==> src/rtl/sorted_pair_multiplier.sv <==
// Ranks three unsigned operands into max/mid/min and registers the products
// max*mid and mid*min, one result per clock with single-cycle latency.
module sorted_pair_multiplier #(
  parameter int n = 5
) (
  input  logic             clk,
  input  logic             rst,
  input  logic [n-1:0]     A,
  input  logic [n-1:0]     B,
  input  logic [n-1:0]     C,
  output logic [2*n-1:0]   OUT1,
  output logic [2*n-1:0]   OUT2
);

  // Zero-extend both operands first so the product keeps every bit.
  function automatic logic [2*n-1:0] mul_full(input logic [n-1:0] x, input logic [n-1:0] y);
    logic [2*n-1:0] xe;
    logic [2*n-1:0] ye;
    xe = {{n{1'b0}}, x};
    ye = {{n{1'b0}}, y};
    return xe * ye;
  endfunction

  logic [n-1:0]   hi_ab_s;
  logic [n-1:0]   lo_ab_s;
  logic [n-1:0]   rest_s;
  logic [n-1:0]   max_s;
  logic [n-1:0]   mid_s;
  logic [n-1:0]   min_s;
  logic [2*n-1:0] out1_d;
  logic [2*n-1:0] out2_d;
  logic [2*n-1:0] out1_q;
  logic [2*n-1:0] out2_q;

  // Three-compare sorting network; ties may resolve either way since only products matter.
  always_comb begin
    hi_ab_s = A;
    lo_ab_s = B;
    max_s   = A;
    rest_s  = C;
    mid_s   = B;
    min_s   = C;
    if (A >= B) begin
      hi_ab_s = A;
      lo_ab_s = B;
    end else begin
      hi_ab_s = B;
      lo_ab_s = A;
    end
    if (hi_ab_s >= C) begin
      max_s  = hi_ab_s;
      rest_s = C;
    end else begin
      max_s  = C;
      rest_s = hi_ab_s;
    end
    if (lo_ab_s >= rest_s) begin
      mid_s = lo_ab_s;
      min_s = rest_s;
    end else begin
      mid_s = rest_s;
      min_s = lo_ab_s;
    end
  end

  // Next-state products; reset wins over the sample taken on the same edge.
  always_comb begin
    out1_d = {(2*n){1'b0}};
    out2_d = {(2*n){1'b0}};
    if (rst) begin
      out1_d = {(2*n){1'b0}};
      out2_d = {(2*n){1'b0}};
    end else begin
      out1_d = mul_full(max_s, mid_s);
      out2_d = mul_full(mid_s, min_s);
    end
  end

  // Output registers.
  always_ff @(posedge clk) begin
    out1_q <= out1_d;
    out2_q <= out2_d;
  end

  assign OUT1 = out1_q;
  assign OUT2 = out2_q;

endmodule

==> config.mk <==
export PLATFORM = sky130hd
export DESIGN_NAME = sorted_pair_multiplier
export DESIGN_NICKNAME = d
export VERILOG_FILES = /design/src/rtl/sorted_pair_multiplier.sv
export SDC_FILE = /design/constraint.sdc
export NUM_CORES = 1
export LEC_CHECK = 0
export ABC_AREA = 1
export BUFFER_PORTS_ARGS = -buffer_cell sky130_fd_sc_hd__buf_2
export CAP_MARGIN = 40
export CORE_MARGIN = 2
export CORE_UTILIZATION = 60
export CTS_CLUSTER_DIAMETER = 120
export CTS_CLUSTER_SIZE = 30
export DETAILED_ROUTE_END_ITERATION = 12
export PLACE_DENSITY = 0.87
export RECOVER_POWER = 25
export SLEW_MARGIN = 10
export SYNTH_ARGS = -nofsm -noshare
export SYNTH_HDL_FRONTEND = slang
export SYNTH_SLANG_ARGS = --single-unit
==> constraint.sdc <==
create_clock -name clk -period 8.7 [get_ports clk]
set_input_delay 1.305 -clock clk [delete_from_list [all_inputs] [get_ports clk]]
set_output_delay 1.305 -clock clk [all_outputs]
set_load 0.005 [all_outputs]
==> metrics.txt <==
DRC=0; hold path cells=2; fin nets=575; Slew Limit Fails=0; syn_area_per_cell=6.94 µm²; fraction of registers with async set/reset=0%; RSZ-0062 raised after global routing=false; most frequent cell after synthesis=nand2_1; cell mode on critical path=nand2_1; Top Family by Delay on Critical Path=adder cells; final period utilization=89.9%; Rows=26; worst endpoint required time=8.86 ns; total gr overflow=0; Synth Instances=450; Post-DRT Antenna Nets=0; critical path launch point type=primary input; status=finished, final reports clean; CP max-delay cell=fa_1; area of the multi-input gates=0.00234 mm²; first-pass GRT wire length=12.1 mm; Hold Vio Cnt, Final=0; postcts setup bufs=0; Main synth FF type=dfxtp_1; initial antenna violation count=0; CTS resizes=0; DR vias/cell=5.15; Max-slew headroom=60.6%; GP Congestion=1.01; post-layout min period=7.82 ns; Seq/Total Area, Yosys=12.8%; Routed wire per std cell=12.0 µm; Max clock buf depth=2; H-Tree Depth=1; final setup TNS=0 ns; CP max FO=20; # Max-Cap Violations=0; number of global-route vias before repair=2,758; Mapped Nets=541; final wirelength=6.65 mm; Setup violations, final=0; hold slack final=1.29 ns; EDFF count, synth=0; Min-Delay Endpoint=OUT1[3]; via count of the routed design=2,846; dominant cells by area after synthesis=ha_1, nand2_1, dfxtp_1; Seq cells post-synth=20; TritonCTS clock tree=yes; Global Route Usage Sum=25.4%; detailed placement HPWL=5.61 mm; Ys Warns=0; hold-fix buffers at CTS=0; clk slew on worst S/H paths=0.08 ns; largest net degree at the start of global routing=21; Synth area leader=ha_1; top cells by instance count after synthesis=nand2_1, inv_1, ha_1, nor2_1, nand3_1; Buf/Inv on CP=6; # clock sinks=20; total core area=0.00507 mm²; fraction of final layout cells with drive strength greater than 1=15.1%; initial DRC count=191; Starting Density=61.5%; FF+latch area=400 µm²; Worst-Margin Slew=0.590 ns; top-area cell type share of the netlist area=22.4%; Die X=76.1 µm; class of the worst hold path=in -> reg; Crit. End Element=flop; Setup CP Type=in -> reg; filler instances=448; Synth Cell Area=0.00312 mm²; Port-buffer cells=36; drt first pass iters=7; Die ar.=0.00580 mm²; clk root buf=clkbuf_8; cts bufs inserted=3; Synth cell types=34; IO Count=37; Syn-to-layout area delta=8.62%; Worst path max stage delay=0.54 ns; Chip Height=76.1 µm; top achievable clock speed=128 MHz; Antenna Cells=0; hold path startpoint=rst; crit path DAT=7.98 ns
==> logic make-up after synthesis <==
logic type / share of synthesized area, %
fa+ha+maj: 34.0
compound gates: 9.22
flops: 12.8
simple gates: 31.7
buf+inv: 12.3
==> sequential cells by signal (all words and copies together) (netlist names) <==
name  count
OUT1     10
OUT2     10
==> metrics by stage <==
stage | worst slack, ns | instances | utilization, % | cell area [µm²]
2_1_floorplan | 1.47 | 450 | - | 3120
3_3_place_gp | 0.871 | 549 | 65.4 | 3320
5_1_grt | 0.170 | 553 | 66.8 | 3390
4_1_cts | 0.960 | 553 | 66.8 | 3390
3_5_place_dp | 0.702 | 549 | 65.4 | 3320
6_report | 0.877 | 553 | 66.8 | 3390
==> metal layers <==
metal,up-vias,track usage [%],wire length [µm]
met5,-,0,0
met4,0,9.27,191
met3,16,2.37,392
met2,88,43.8,3060
met1,1273,33.3,3010
li1,1469,-,-
==> layout by cell type, fill, tap and decap left out <==
cell type	n
nand2_1	121
inv_1	80
ha_1	56
nor2_1	48
buf_2	35
nand3_1	25
dfxtp_1	20
a21oi_1	20
fa_1	18
nand2_2	9
o21ai_0	7
nand2_4	5
o21ai_2	5
nand4_1	5
a21boi_2	4
nand3_2	3
and2_1	3
clkbuf_8	3
a21o_1	2
and3_2	1
a21oi_4	1
o21bai_1	1
nor2_4	1
inv_4	1
and2_2	1
or2_2	1
o21ba_2	1
o31a_1	1
nor3_1	1
a31oi_1	1
bufinv_16	1
clkbuf_1	1
buf_4	1
==> cell type report <==
class | count | area share [%]
multi-input cells | 341 | 69.0
well taps | 70 | 2.58
clock inverters | 1 | 0.886
flip-flops and latches | 20 | 11.8
repair buffers | 37 | 5.50
inverters | 81 | 9.04
clock buffers | 3 | 1.22
==> worst max-delay path by stage <==
stage,from,endpoint,cells past startpoint
CTS,B[3],OUT1[7],40
detailed placement,B[3],OUT1[7],40
global route,B[3],OUT1[7],40
finish,A[3],OUT1[7],39
global placement,A[3],OUT1[7],37
floorplan,B[4],OUT1[7],37
Power is not shown: default switching activity piles up to over one toggle a cycle in this logic, so the estimate is an artifact.
